<file path="src/rtl/ifq_pkg.sv">
// Shared constants for the instruction fetch queue: payload width, field offsets
// and the packing helper used on the fetch side of the queue.
package ifq_pkg;

  localparam int IFQ_PAYLOAD_W = 163;
  localparam int IFQ_BT_LSB    = 0;
  localparam int IFQ_BPT_LSB   = 64;
  localparam int IFQ_BP_BIT    = 66;
  localparam int IFQ_INSTR_LSB = 67;
  localparam int IFQ_PC_LSB    = 99;

  function automatic logic [IFQ_PAYLOAD_W-1:0] ifq_pack(
    input logic [63:0] pc,
    input logic [31:0] instr,
    input logic        bp,
    input logic [1:0]  bp_track,
    input logic [63:0] bt
  );
    ifq_pack = {pc, instr, bp, bp_track, bt};
  endfunction

endpackage

</file>
<file path="src/rtl/ifq_if.sv">
// Fetch-to-decode packet bus through the instruction fetch queue.
// Handshake: a packet moves on a side in any cycle where its valid and ready are
// both 1 at posedge clk; valid/data are held stable by the sender until accepted.
interface ifq_if;
  logic [63:0] ifp_ifq_pc;
  logic [31:0] ifp_ifq_instr;
  logic        ifp_ifq_bp;
  logic [1:0]  ifp_ifq_bp_track;
  logic [63:0] ifp_ifq_bt;
  logic        ifp_ifq_valid;
  logic        ifp_ifq_ready;

  logic [63:0] if_dec_pc;
  logic [31:0] if_dec_instr;
  logic        if_dec_bp;
  logic [1:0]  if_dec_bp_track;
  logic [63:0] if_dec_bt;
  logic        if_dec_valid;
  logic        if_dec_ready;

  modport master (
    output ifp_ifq_pc, ifp_ifq_instr, ifp_ifq_bp, ifp_ifq_bp_track, ifp_ifq_bt,
    output ifp_ifq_valid, if_dec_ready,
    input  ifp_ifq_ready,
    input  if_dec_pc, if_dec_instr, if_dec_bp, if_dec_bp_track, if_dec_bt, if_dec_valid
  );

  modport slave (
    input  ifp_ifq_pc, ifp_ifq_instr, ifp_ifq_bp, ifp_ifq_bp_track, ifp_ifq_bt,
    input  ifp_ifq_valid, if_dec_ready,
    output ifp_ifq_ready,
    output if_dec_pc, if_dec_instr, if_dec_bp, if_dec_bp_track, if_dec_bt, if_dec_valid
  );
endinterface

</file>
<file path="src/rtl/fifo_sync.sv">
// Generic single-clock FIFO with synchronous flush; reused by the fetch queue and
// the load/store queues. Storage is not reset, only the pointers and count.
module fifo_sync #(
  parameter int WIDTH = 8,
  parameter int DEPTH = 4,
  parameter int CNT_W = $clog2(DEPTH + 1)
) (
  input  logic             clk,
  input  logic             rst,
  input  logic             flush,
  input  logic             push,
  input  logic [WIDTH-1:0] wdata,
  input  logic             pop,
  output logic [WIDTH-1:0] rdata,
  output logic             full,
  output logic             empty,
  output logic [CNT_W-1:0] count
);

  localparam int PTR_W = $clog2(DEPTH);

  logic [WIDTH-1:0] mem [DEPTH];
  logic [PTR_W-1:0] wp;
  logic [PTR_W-1:0] rp;
  logic             do_push;
  logic             do_pop;

  assign full    = (count == CNT_W'(DEPTH));
  assign empty   = (count == '0);
  // Guarded here as well so a careless caller cannot corrupt the count.
  assign do_push = push && !full;
  assign do_pop  = pop && !empty;
  assign rdata   = mem[rp];

  always_ff @(posedge clk) begin
    if (rst || flush) begin
      wp    <= '0;
      rp    <= '0;
      count <= '0;
    end else begin
      if (do_push) wp <= wp + 1'b1;
      if (do_pop)  rp <= rp + 1'b1;
      count <= count + CNT_W'(do_push) - CNT_W'(do_pop);
    end
  end

  always_ff @(posedge clk) begin
    if (!rst && !flush && do_push) mem[wp] <= wdata;
  end

endmodule

</file>
<file path="src/rtl/ifq.sv">
// Instruction fetch queue between fetch and decode. Upstream ready comes only
// from registered occupancy, breaking the decode-to-fetch ready chain.
module ifq
  import ifq_pkg::*;
#(
  parameter int DEPTH = 4,
  parameter int CNT_W = $clog2(DEPTH + 1)
) (
  input  logic             clk,
  input  logic             rst,
  input  logic             pipe_flush,
  ifq_if.slave             bus,
  output logic [CNT_W-1:0] ifq_level
);

  logic [IFQ_PAYLOAD_W-1:0] wdata;
  logic [IFQ_PAYLOAD_W-1:0] rdata;
  logic [IFQ_PAYLOAD_W-1:0] head;
  logic                     full;
  logic                     empty;
  logic                     push;
  logic                     pop;

  assign wdata = ifq_pack(bus.ifp_ifq_pc, bus.ifp_ifq_instr, bus.ifp_ifq_bp,
                          bus.ifp_ifq_bp_track, bus.ifp_ifq_bt);

  assign bus.ifp_ifq_ready = !full;
  assign bus.if_dec_valid  = !empty;
  assign push = bus.ifp_ifq_valid && bus.ifp_ifq_ready;
  assign pop  = bus.if_dec_valid && bus.if_dec_ready;

  fifo_sync #(
    .WIDTH (IFQ_PAYLOAD_W),
    .DEPTH (DEPTH),
    .CNT_W (CNT_W)
  ) u_fifo (
    .clk   (clk),
    .rst   (rst),
    .flush (pipe_flush),
    .push  (push),
    .wdata (wdata),
    .pop   (pop),
    .rdata (rdata),
    .full  (full),
    .empty (empty),
    .count (ifq_level)
  );

  // Empty-queue head is forced to zero so decode never sees stale storage.
  assign head = empty ? '0 : rdata;

  assign bus.if_dec_pc       = head[IFQ_PC_LSB +: 64];
  assign bus.if_dec_instr    = head[IFQ_INSTR_LSB +: 32];
  assign bus.if_dec_bp       = head[IFQ_BP_BIT];
  assign bus.if_dec_bp_track = head[IFQ_BPT_LSB +: 2];
  assign bus.if_dec_bt       = head[IFQ_BT_LSB +: 64];

endmodule

</file>
<file path="src/flat_wrapper.sv">
// flat-port wrapper written by rule: the top's interface ports become plain ports
module ifq_flat import ifq_pkg::*;
#(
  parameter int DEPTH = 4,
  parameter int CNT_W = $clog2(DEPTH + 1)
)
  (clk, rst, pipe_flush, ifq_level, bus_ifp_ifq_pc, bus_ifp_ifq_instr, bus_ifp_ifq_bp, bus_ifp_ifq_bp_track, bus_ifp_ifq_bt, bus_ifp_ifq_valid, bus_if_dec_ready, bus_ifp_ifq_ready, bus_if_dec_pc, bus_if_dec_instr, bus_if_dec_bp, bus_if_dec_bp_track, bus_if_dec_bt, bus_if_dec_valid);
  ifq_if bus_i ();
  input  logic clk;
  input  logic rst;
  input  logic pipe_flush;
  output logic [CNT_W-1:0] ifq_level;
  input wire logic [$bits(bus_i.ifp_ifq_pc)-1:0] bus_ifp_ifq_pc;
  input wire logic [$bits(bus_i.ifp_ifq_instr)-1:0] bus_ifp_ifq_instr;
  input wire logic [$bits(bus_i.ifp_ifq_bp)-1:0] bus_ifp_ifq_bp;
  input wire logic [$bits(bus_i.ifp_ifq_bp_track)-1:0] bus_ifp_ifq_bp_track;
  input wire logic [$bits(bus_i.ifp_ifq_bt)-1:0] bus_ifp_ifq_bt;
  input wire logic [$bits(bus_i.ifp_ifq_valid)-1:0] bus_ifp_ifq_valid;
  input wire logic [$bits(bus_i.if_dec_ready)-1:0] bus_if_dec_ready;
  output wire logic [$bits(bus_i.ifp_ifq_ready)-1:0] bus_ifp_ifq_ready;
  output wire logic [$bits(bus_i.if_dec_pc)-1:0] bus_if_dec_pc;
  output wire logic [$bits(bus_i.if_dec_instr)-1:0] bus_if_dec_instr;
  output wire logic [$bits(bus_i.if_dec_bp)-1:0] bus_if_dec_bp;
  output wire logic [$bits(bus_i.if_dec_bp_track)-1:0] bus_if_dec_bp_track;
  output wire logic [$bits(bus_i.if_dec_bt)-1:0] bus_if_dec_bt;
  output wire logic [$bits(bus_i.if_dec_valid)-1:0] bus_if_dec_valid;
  assign bus_i.ifp_ifq_pc = bus_ifp_ifq_pc;
  assign bus_i.ifp_ifq_instr = bus_ifp_ifq_instr;
  assign bus_i.ifp_ifq_bp = bus_ifp_ifq_bp;
  assign bus_i.ifp_ifq_bp_track = bus_ifp_ifq_bp_track;
  assign bus_i.ifp_ifq_bt = bus_ifp_ifq_bt;
  assign bus_i.ifp_ifq_valid = bus_ifp_ifq_valid;
  assign bus_i.if_dec_ready = bus_if_dec_ready;
  assign bus_ifp_ifq_ready = bus_i.ifp_ifq_ready;
  assign bus_if_dec_pc = bus_i.if_dec_pc;
  assign bus_if_dec_instr = bus_i.if_dec_instr;
  assign bus_if_dec_bp = bus_i.if_dec_bp;
  assign bus_if_dec_bp_track = bus_i.if_dec_bp_track;
  assign bus_if_dec_bt = bus_i.if_dec_bt;
  assign bus_if_dec_valid = bus_i.if_dec_valid;
  ifq #(.DEPTH(DEPTH), .CNT_W(CNT_W)) u_core (.clk(clk), .rst(rst), .pipe_flush(pipe_flush), .bus(bus_i), .ifq_level(ifq_level));
endmodule
</file>
<file path="config.mk">
export PLATFORM = sky130hd
export DESIGN_NAME = ifq_flat
export DESIGN_NICKNAME = d
export VERILOG_FILES = /design/src/rtl/ifq_pkg.sv /design/src/rtl/ifq_if.sv /design/src/rtl/fifo_sync.sv /design/src/rtl/ifq.sv /design/src/flat_wrapper.sv
export SDC_FILE = /design/constraint.sdc
export NUM_CORES = 1
export LEC_CHECK = 0
export CORE_MARGIN = 1.5
export CORE_UTILIZATION = 59
export CTS_BUF_LIST = sky130_fd_sc_hd__clkbuf_8 sky130_fd_sc_hd__clkbuf_16
export CTS_CLUSTER_SIZE = 20
export DETAILED_ROUTE_END_ITERATION = 12
export PLACE_DENSITY_LB_ADDON = 0.1
export SLEW_MARGIN = 20
export SYNTH_ARGS = -nofsm -noshare
export SYNTH_HDL_FRONTEND = slang
export SYNTH_SLANG_ARGS = --single-unit
</file>
<file path="constraint.sdc">
create_clock -name clk -period 13.6 [get_ports clk]
set_input_delay 1.36 -clock clk [delete_from_list [all_inputs] [get_ports clk]]
set_output_delay 1.36 -clock clk [all_outputs]
set_load 0.01 [all_outputs]
</file>
# --- Word-level counts from Yosys, hierarchy flattened ---
# Memory sizes are Yosys's and may differ from the RTL's. A register that Yosys moved wholly into a read port is not among the register bits.
# Index checks and enable logic that the tools add are counted.
op_classes:
  n_addsub: 4
  n_eq_ne: 1
  n_mux: 5
  reduce_logical: 12
op_table:
  columns: ["cell", "count"]
  rows:
  - ["2-to-1 mux 163 bit", 1]
  - ["logical AND 1 bit", 6]
  - ["adder 2 x 1 -> 2 bit (second input constant)", 2]
  - ["logical NOT 1 bit", 4]
  - ["2-to-1 mux 2 bit", 2]
  - ["adder 3 x 1 -> 3 bit", 1]
  - ["== test 3 bit (second input constant)", 1]
  - ["logical NOT 3 bit", 1]
  - ["subtractor 3 x 1 -> 3 bit", 1]
  - ["2-to-1 mux 1 bit", 2]
  - ["logical OR 1 bit", 1]
word_totals:
  reg_bits: 7
  ram_bits: 652
  out_inout_bits: 168
  word_cells: 26
  mem_count: 1
mem_list:
  columns: ["name", "depth", "word_bits", "read_ports", "rd_clocked_by_memory_dff", "wr", "line_no", "source"]
  rows:
  - ["u_core.u_fifo.mem", 4, 163, 1, 1, 1, "fifo_sync.sv:22", "logic [WIDTH-1:0] mem [DEPTH];"]

# --- Longest topological paths before layout ---
# Gate-level depths: netlist (run 1).
logic_depth:
  ltp_word: 7
  mapped_depth: 10
  depth_no_buf: 10

# --- Modules after synthesis ---
# From an unflattened synthesis (run 1), not the netlist that was laid out.
hier_totals:
  hier_cells: 1086
  area_unflattened_um2: 25087.8
modules_own_cells:
  columns: ["module", "instances", "cells_per_inst", "area_each_um2"]
  rows:
  - ["fifo_sync", 1, 901, 23959.2]
  - ["ifq", 1, 185, 1128.6]

# --- Worst setup path after synthesis (run 1) ---
# Ideal clock, no wire load.
synth_timing:
  kind: "input-to-reg"
  start: "in pipe_flush"
  end: "mem u_core.u_fifo.mem[0][0] (netlist name) (enable)"
  setup_time_ns: 0.544
  t_arrival_ns: 5.571
  required_time_ns: 13.056
  path_slack_ns: 7.486
  stages: 3
  n_path_buf: 1
  cell_sequence: "nor2_1 -> clkbuf_1 -> and3_1"
synth_between:
  elab_chain_len: 5
synth_rtl:
  columns: ["item", "line_no", "source"]
  rows:
  - ["start: declaration", "flat_wrapper.sv:11", "input logic pipe_flush;"]
  - ["logical NOT 1 bit", "fifo_sync.sv:48", "if (!rst && !flush && do_push) mem[wp] <= wdata;"]
  - ["logical AND 1 bit (2 in a row)", "fifo_sync.sv:48", null]
  - ["2-to-1 mux 1 bit", "fifo_sync.sv:48", null]
  - ["2-to-1 mux 1 bit (implied by the code)", "fifo_sync.sv:48", null]
  - ["end: declaration", "fifo_sync.sv:22", null]
# No other way between the ends.

==> results.cfg, run 1 <==
[status]
status = complete, no violations

[timing]
timing.fmax_mhz = 204
relSlewSlack = 0.307
tns_ns = 0
clock_skew_ns = 0.0157
slew_viol_final = 0
setup_viol = 0
worst_slew_pin_slew_ns = 1.04
hold_viol = 0
setup_slack_ns = 8.69
finalCritPeriodShare = 0.361
period_needed_ns = 4.91
grt_setup_unrepaired = false

[synthesis]
synth_cell_type_count = 23
ys_seq_elements = 661
avgSynthCellArea_um2 = 23.1
syn_inst = 1082
yosysTopAreaCell = edfxtp_1
synth.net_count = 1257
netlist_area_mm2 = 0.0250
netlist.area_leader.share = 0.782
synth_warnings = 0
synth_area_leaders = edfxtp_1 78%, mux4_2 15%, and2_1 4.2%, dfxtp_1 0.72%, buf_6 0.40%
ys_seq_area_frac = 0.789

[detailed_routing]
routed_wl_mm = 49.9
dr.pass1.iters = 5
drtIter0Drc = 841
drc = 0
wl_per_cell_um = 24.5
routed_via_density = 5.75
antenna_left = 0
via_count = 11700

[final_layout]
mostFrequentLayoutCell = edfxtp_1
design_area_mm2 = 0.0311
final_cell_mix = 652 x edfxtp_1, 335 x clkdlybuf4s50_1, 167 x and2_1
areaGrowthSynthToFinish_pct = 24.1
drive_gt1_frac = 0.181
final_core_util = 0.740
multi_input_area_mm2 = 0.00498
fin_nets = 1620
n_fill_cell = 2432
regArea_mm2 = 0.0198

[worst_setup_path]
cp.arrival_ns = 3.55
cp_max_fo = 96
max_stage_delay_ns = 0.85
timing.rr.start = u_core.u_fifo.count[1]$_SDFF_PP0_
worstSetupPathType = flip-flop to output pin
required_ns = 12.24
ff2ff_setup_slack_ns = 10.06
regToRegEndpoint = u_core.u_fifo.count[2]$_SDFF_PP0_
cp-end-kind = output pin
cp_cell_sequence = buf_12 > mux4_2 > and2_1 > clkdlybuf4s50_1
critPathBufInv = 2
cp.depth = 4
crit_end = bus_if_dec_bt[3]
r2r_cells = 10
crit_slowest_cell = dfxtp_4
crit_family = buffers and inverters
startpoint_type = flip-flop

[placed_design]
dp_hpwl_mm = 29.1
finalWeightedCongestion = 0.707
numPortBuffers = 335
pre_cts_ws_ns = 8.80
placed_cell_area_mm2 = 0.0289

[floorplan]
start_util = 0.597
die_width_um = 209
ios = 336
die_area_mm2 = 0.0437
die_y_um = 209
core_area_mm2 = 0.0419
num_rows = 75

[clock_network]
clk_root_buffer_cell = clkbuf_16
ctsHoldBuffers = 0
cts_tree = built
clk_latency_ns = 0.58
postCtsSetupRepairBufs = 0
htreeDepth = 3
clock_path_buffers = 3
cts_buffers = 67
clk_pin_slew_ns = 0.06
cts_resized = 0
numClockSinks = 661

[pwr]
power_mw = 4.36
p_leak_nw = 9.79
irDropWorstVdd_v = 0.000149
power-per-cell-area_mw_per_mm2 = 141

[worst_hold_path]
min_path_cells = 2
hp-class = flip-flop to flip-flop

[flow_run]
maxCapViolations = 0

[grt]
antenna_found_initial = 11
grtUsageTotal = 0.232
grt_max_degree = 101
grt_pass1_wl_mm = 74.9
grt.overflow.total = 0
grt_pass1_vias = 12300
## how the worst min path moves through the flow
stage / from / to / slack [ns]
after CTS: u_core.u_fifo.wp[0]$_SDFFE_PP0P_ / u_core.u_fifo.wp[0]$_SDFFE_PP0P_ / 0.52
final: u_core.u_fifo.wp[0]$_SDFFE_PP0P_ / u_core.u_fifo.wp[0]$_SDFFE_PP0P_ / 0.51
after global routing: u_core.u_fifo.rp[0]$_SDFFE_PP0P_ / u_core.u_fifo.rp[0]$_SDFFE_PP0P_ / 0.54
after floorplan: u_core.u_fifo.rp[0]$_SDFFE_PP0P_ / flip-flop / 0.46
after detailed placement: u_core.u_fifo.wp[0]$_SDFFE_PP0P_ / u_core.u_fifo.wp[0]$_SDFFE_PP0P_ / 0.51
after global placement: u_core.u_fifo.rp[0]$_SDFFE_PP0P_ / u_core.u_fifo.rp[0]$_SDFFE_PP0P_ / 0.48
## stage by stage
stage	cells	hold WS (ns)
global route	2036	0.539
global placement	1914	0.482
finish	2040	0.512
detailed placement	1915	0.509
CTS	2031	0.517
floorplan	1082	0.457
## report_power, final
part	switching [mW]	total, mW	internal [mW]
combinational	0.152	0.336	0.184
clock	0.722	1.76	1.03
sequential	0.00873	2.27	2.26
## sequential cells by signal, indices dropped and copies added, names as in the netlist, named ones only
name                 count
u_core.u_fifo.wp         2
u_core.u_fifo.count      3
u_core.u_fifo.mem      652
u_core.u_fifo.rp         2
## cells in the mapped netlist
library cell and n:
or3b_2 1, buf_6 9, nand4b_1 1, dfxtp_1 9
clkbuf_1 21, or3_1 1, xnor2_1 2, inv_1 6
ha_1 6, fa_1 1, buf_1 7, xor2_1 1
and3_1 4, nand4_1 2, nor3_1 2, mux4_2 163
nand2_1 3, nor2_1 1, o311ai_0 1, o21ai_0 4
buf_2 18, and2_1 167, edfxtp_1 652
## routing by layer
layer  GRT usage  share of wire  vias to the layer above
li1            -              -                     5188
met1       0.318           0.41                     6021
met2       0.362           0.49                      414
met3      0.0639          0.073                       91
met4      0.0885          0.027                        8
met5           0         0.0011                        -
## worst min-delay path, delay by kind of cell, from the launching register on
kind,cells,cell delay [ns]
flops,1,0.34
simple gates,1,0.06
compound gates,1,0.06
## layout make-up
type,instances,area share
Clock buffer,73,0.0588
Tap cell,539,0.0217
Multi-Input combinational cell,360,0.160
Antenna cell,9,0.000725
Timing Repair Buffer,349,0.112
Inverter,6,0.000725
Sequential cell,661,0.636
Clock inverter,43,0.00890
## logic make-up after synthesis
group | after synthesis | share of synthesized area
simple gates | 182 | 0.0452
fa+ha+maj | 7 | 0.00380
xor+xnor | 3 | 0.00105
mux | 163 | 0.147
flops | 661 | 0.789
compound gates | 5 | 0.00115
buf+inv | 61 | 0.0127
Note: power is estimated with default switching activity, not from simulation.
==> run 2: changes to the inputs <==
Settings changed: CORE_UTILIZATION 59 to 49.
Clock period 13.6 ns to 4.1 ns, I/O delays scaled along.
==> results.cfg, run 2 (synthesis gave the netlist of run 1 again) <==
[clock_network]
cts_tree = built
clk_root_buffer_cell = clkbuf_16
cts_resized = 0
cts_buffers = 68
clk_pin_slew_ns = 0.06
postCtsSetupRepairBufs = 0
numClockSinks = 661
clock_path_buffers = 3
ctsHoldBuffers = 0
htreeDepth = 3
clk_latency_ns = 0.58

[grt]
antenna_found_initial = 5
grt_pass1_vias = 12500
grtUsageTotal = 0.200
grt.overflow.total = 0
grt_pass1_wl_mm = 77.7
grt_max_degree = 90

[timing]
hold_viol = 0
setup_viol = 0
relSlewSlack = 0.434
worst_slew_pin_slew_ns = 0.848
slew_viol_final = 0
period_needed_ns = 3.41
timing.fmax_mhz = 293
grt_setup_unrepaired = false
clock_skew_ns = 0.0132
tns_ns = 0
finalCritPeriodShare = 0.831

[pwr]
irDropWorstVdd_v = 0.000384
p_seq_frac = 0.519
p_leak_nw = 9.99
power-per-cell-area_mw_per_mm2 = 459
p_int_mw = 11.6
power.net_switching_mw = 2.91
p_sw_frac = 0.200
power_frac_comb = 0.078
power.share.clock = 0.403

[worst_setup_path]
startpoint_type = flip-flop
critPathBufInv = 2
cp_cell_sequence = buf_4 > mux4_2 > and2_1 > clkdlybuf4s50_1
max_stage_delay_ns = 0.73
cp_max_fo = 26
cp-end-kind = output pin
worstSetupPathType = flip-flop to output pin
crit_slowest_cell = dfxtp_4
cp.arrival_ns = 3.00
required_ns = 3.69
crit_family = buffers and inverters

[final_layout]
final_cell_mix = 652 x edfxtp_1, 335 x clkdlybuf4s50_1, 167 x and2_1
areaGrowthSynthToFinish_pct = 26.3
fin_nets = 1644
regArea_mm2 = 0.0198
multi_input_area_mm2 = 0.00498
mostFrequentLayoutCell = edfxtp_1
n_fill_cell = 3486
drive_gt1_frac = 0.195
instances_no_fill = 2195
largest_reg_flops = 652
top_regs = u_core.u_fifo.mem: 652 flops, u_core.u_fifo.count: 3 flops
largest-register = u_core.u_fifo.mem

[detailed_routing]
drtIter0Drc = 759
drc = 0
routed_wl_mm = 51.1
wl_per_cell_um = 23.3
routed_via_density = 5.39
dr.pass1.iters = 5
via_count = 11800
antenna_left = 0

[placed_design]
numPortBuffers = 335
finalWeightedCongestion = 0.711
dp.cells = 2071
dp_hpwl_mm = 31.1

[floorplan]
num_rows = 82
core_area_mm2 = 0.0503
die_width_um = 229
die_y_um = 229
ios = 336
start_util = 0.498
die_area_mm2 = 0.0524

[flow_run]
maxCapViolations = 0

[status]
status = complete, no violations

[worst_hold_path]
hp-class = primary input to flip-flop
==> run 2: cell count changes in the layout (fill, tap and decap cells not counted), sizes merged <==
cell / change
inv: +4
bufinv: +1
diode: -6
buf: +23
==> run 2: final timing paths <==
path	from	to	slack [ns]	depth (start not counted)
max reg2reg	u_core.u_fifo.count[1]$_SDFF_PP0_	u_core.u_fifo.count[2]$_SDFF_PP0_	1.27	9
min	pipe_flush	u_core.u_fifo.count[2]$_SDFF_PP0_	0.45	2
min reg2reg	u_core.u_fifo.rp[0]$_SDFFE_PP0P_	flip-flop	0.50	2
max	flip-flop	bus_if_dec_pc[49]	0.69	4
==> run 2: layout make-up <==
class | instances | area share
clock inverters | 48 | 0.0104
flip-flops and latches | 661 | 0.625
clock buffers | 73 | 0.0571
well taps | 672 | 0.0266
diodes | 3 | 0.000237
multi-input cells | 360 | 0.157
inverters | 6 | 0.000712
repair buffers | 372 | 0.122
==> run 2: per-layer routing <==
| layer | part of all wire | vias up | global-route usage |
|---|---|---|---|
| met5 | 0.0013 | - | 0 |
| met4 | 0.016 | 10 | 0.0567 |
| met3 | 0.067 | 72 | 0.0547 |
| met2 | 0.51 | 303 | 0.331 |
| met1 | 0.40 | 6207 | 0.261 |
| li1 | - | 5237 | - |
==> run 2: stage by stage <==
stage               cell area [um2]  setup WS (ns)  power, mW  utilization  hold slack [ns]
finish                        31600          0.693       14.5        0.629            0.455
global route                  31600          0.504       15.0        0.629            0.446
CTS                           31600          0.576       14.7        0.629            0.416
detailed placement            29500           1.22       8.83        0.586            0.482
global placement              29500           1.23       8.81        0.586            0.477
floorplan                     25000          0.785       8.13            -            0.457
==> run 2: power by group through the flow <==
stage          Sequential [mW]  Combinational, mW  Clock (mW)
6_report                  7.53               1.13        5.84
3_5_place_dp              7.68               1.15           0
2_1_floorplan             7.67              0.457           0
5_1_grt                   7.54               1.21        6.25
4_1_cts                   7.53               1.15        5.99
3_3_place_gp              7.67               1.14           0
==> run 3: changes to the inputs <==
Settings changed: CORE_UTILIZATION 49 to 55.
Clock period 4.1 ns to 3.3 ns, I/O delays scaled along.
==> results.cfg, run 3 (synthesis gave the netlist of run 1 again) <==
[detailed_routing]
routed_wl_mm = 50.0
drtIter0Drc = 779
antenna_left = 0
routed_via_density = 5.63
dr.pass1.iters = 5
via_count = 11900
wl_per_cell_um = 23.7
drc = 0

[clock_network]
clk_root_buffer_cell = clkbuf_16
ctsHoldBuffers = 0
numClockSinks = 661
htreeDepth = 3
cts_buffers = 66
clk_latency_ns = 0.58
clock_path_buffers = 3
cts_tree = built
postCtsSetupRepairBufs = 0
cts_resized = 0
clk_pin_slew_ns = 0.06

[worst_setup_path]
worstSetupPathType = flip-flop to output pin
critPathBufInv = 2
startpoint_type = flip-flop
cp_cell_sequence = buf_12 > mux4_2 > and2_1 > clkdlybuf4s50_1
required_ns = 2.97
crit_family = buffers and inverters
crit_slowest_cell = dfxtp_4
cp.arrival_ns = 2.77
cp_max_fo = 34
cp-end-kind = output pin
max_stage_delay_ns = 0.58

[final_layout]
drive_gt1_frac = 0.189
largest_reg_flops = 652
top_regs = u_core.u_fifo.mem: 652 flops, u_core.u_fifo.count: 3 flops
final_cell_mix = 652 x edfxtp_1, 335 x clkdlybuf4s50_1, 167 x and2_1
areaGrowthSynthToFinish_pct = 25.7
multi_input_area_mm2 = 0.00498
largest-register = u_core.u_fifo.mem
design_area_mm2 = 0.0315
fin_nets = 1637
final_core_util = 0.705
regArea_mm2 = 0.0198
instances_no_fill = 2109
n_fill_cell = 2750
mostFrequentLayoutCell = edfxtp_1

[grt]
grt_pass1_wl_mm = 76.0
grtUsageTotal = 0.219
grt_pass1_vias = 12600
grt.overflow.total = 0
antenna_found_initial = 9
grt_max_degree = 166

[floorplan]
die_y_um = 216
num_rows = 77
die_width_um = 216
core_area_mm2 = 0.0446
ios = 336
die_area_mm2 = 0.0468
start_util = 0.561

[status]
status = complete, no violations

[pwr]
irDropWorstVdd_v = 0.000616
power-per-cell-area_mw_per_mm2 = 565
p_leak_nw = 9.91
power_mw = 17.8

[timing]
hold_viol = 0
finalCritPeriodShare = 0.939
period_needed_ns = 3.10
setup_viol = 0
worst_slew_pin_slew_ns = 0.735
slew_viol_final = 0
relSlewSlack = 0.510
tns_ns = 0
grt_setup_unrepaired = false
clock_skew_ns = 0.0244
timing.fmax_mhz = 323

[placed_design]
dp_hpwl_mm = 29.7
dp.cells = 1986
numPortBuffers = 335
finalWeightedCongestion = 0.727
placed_cell_area_mm2 = 0.0294

[worst_hold_path]
hp-class = primary input to flip-flop

[flow_run]
maxCapViolations = 0
-- run 3: changes by cell type in the layout (fill, tap and decap cells not counted) --
| cell | previous run | this run |
|---|---|---|
| clkinv_2 | 9 | 7 |
| buf_12 | 19 | 24 |
| inv_1 | 25 | 22 |
| clkinvlp_4 | 0 | 1 |
| bufinv_16 | 5 | 3 |
| buf_4 | 18 | 8 |
| clkinv_1 | 14 | 17 |
| clkbuf_8 | 2 | 0 |
| diode_2 | 3 | 7 |
-- run 3: final timing paths --
path,from,to,slack [ns],depth (start not counted)
worst min register to register,u_core.u_fifo.wp[0]$_SDFFE_PP0P_,u_core.u_fifo.wp[0]$_SDFFE_PP0P_,0.51,2
worst max register to register,u_core.u_fifo.count[2]$_SDFF_PP0_,u_core.u_fifo.count[2]$_SDFF_PP0_,0.78,10
worst min-delay path,pipe_flush,u_core.u_fifo.count[2]$_SDFF_PP0_,0.38,2
worst max-delay path,flip-flop,bus_if_dec_bt[57],0.20,4
-- run 3: layer usage --
layer	vias up	GRT usage	routed length, um
met5	-	0	69
met4	10	0.0762	1450
met3	93	0.0634	3730
met2	367	0.351	24700
met1	6201	0.290	20000
li1	5206	-	-
-- run 3: layout make-up --
type                            count  area share
Sequential cell                   661       0.628
Clock buffer                       71      0.0565
Inverter                            6    0.000716
Tap cell                          592      0.0235
Clock inverter                     45     0.00843
Timing Repair Buffer              367       0.124
Multi-Input combinational cell    360       0.158
Antenna cell                        7    0.000557
-- run 3: through the flow --
step / hold slack [ns] / worst slack, ns
after floorplan: 0.407 / -0.0153
after global placement: 0.484 / 0.741
after detailed placement: 0.501 / 0.714
after CTS: 0.349 / 0.120
after global routing: 0.366 / 0.0529
final: 0.377 / 0.200
-- run 3: worst reg2reg max path, delay by kind of cell (launching register included) --
kind | cells | cell delay, ns
flip-flops | 1 | 0.42
adder cells (fa/ha/maj) | 3 | 0.73
buffers and inverters | 2 | 0.12
XOR/XNOR | 2 | 0.27
AND/OR/NAND/NOR | 3 | 0.91
-- run 3: power breakdown --
group	leakage [nW]	internal (mW)	switching, mW
clock network	1.06	4.09	2.93
logic	2.89	0.782	0.639
registers	5.96	9.33	0.0296
total	9.91	14.2	3.59
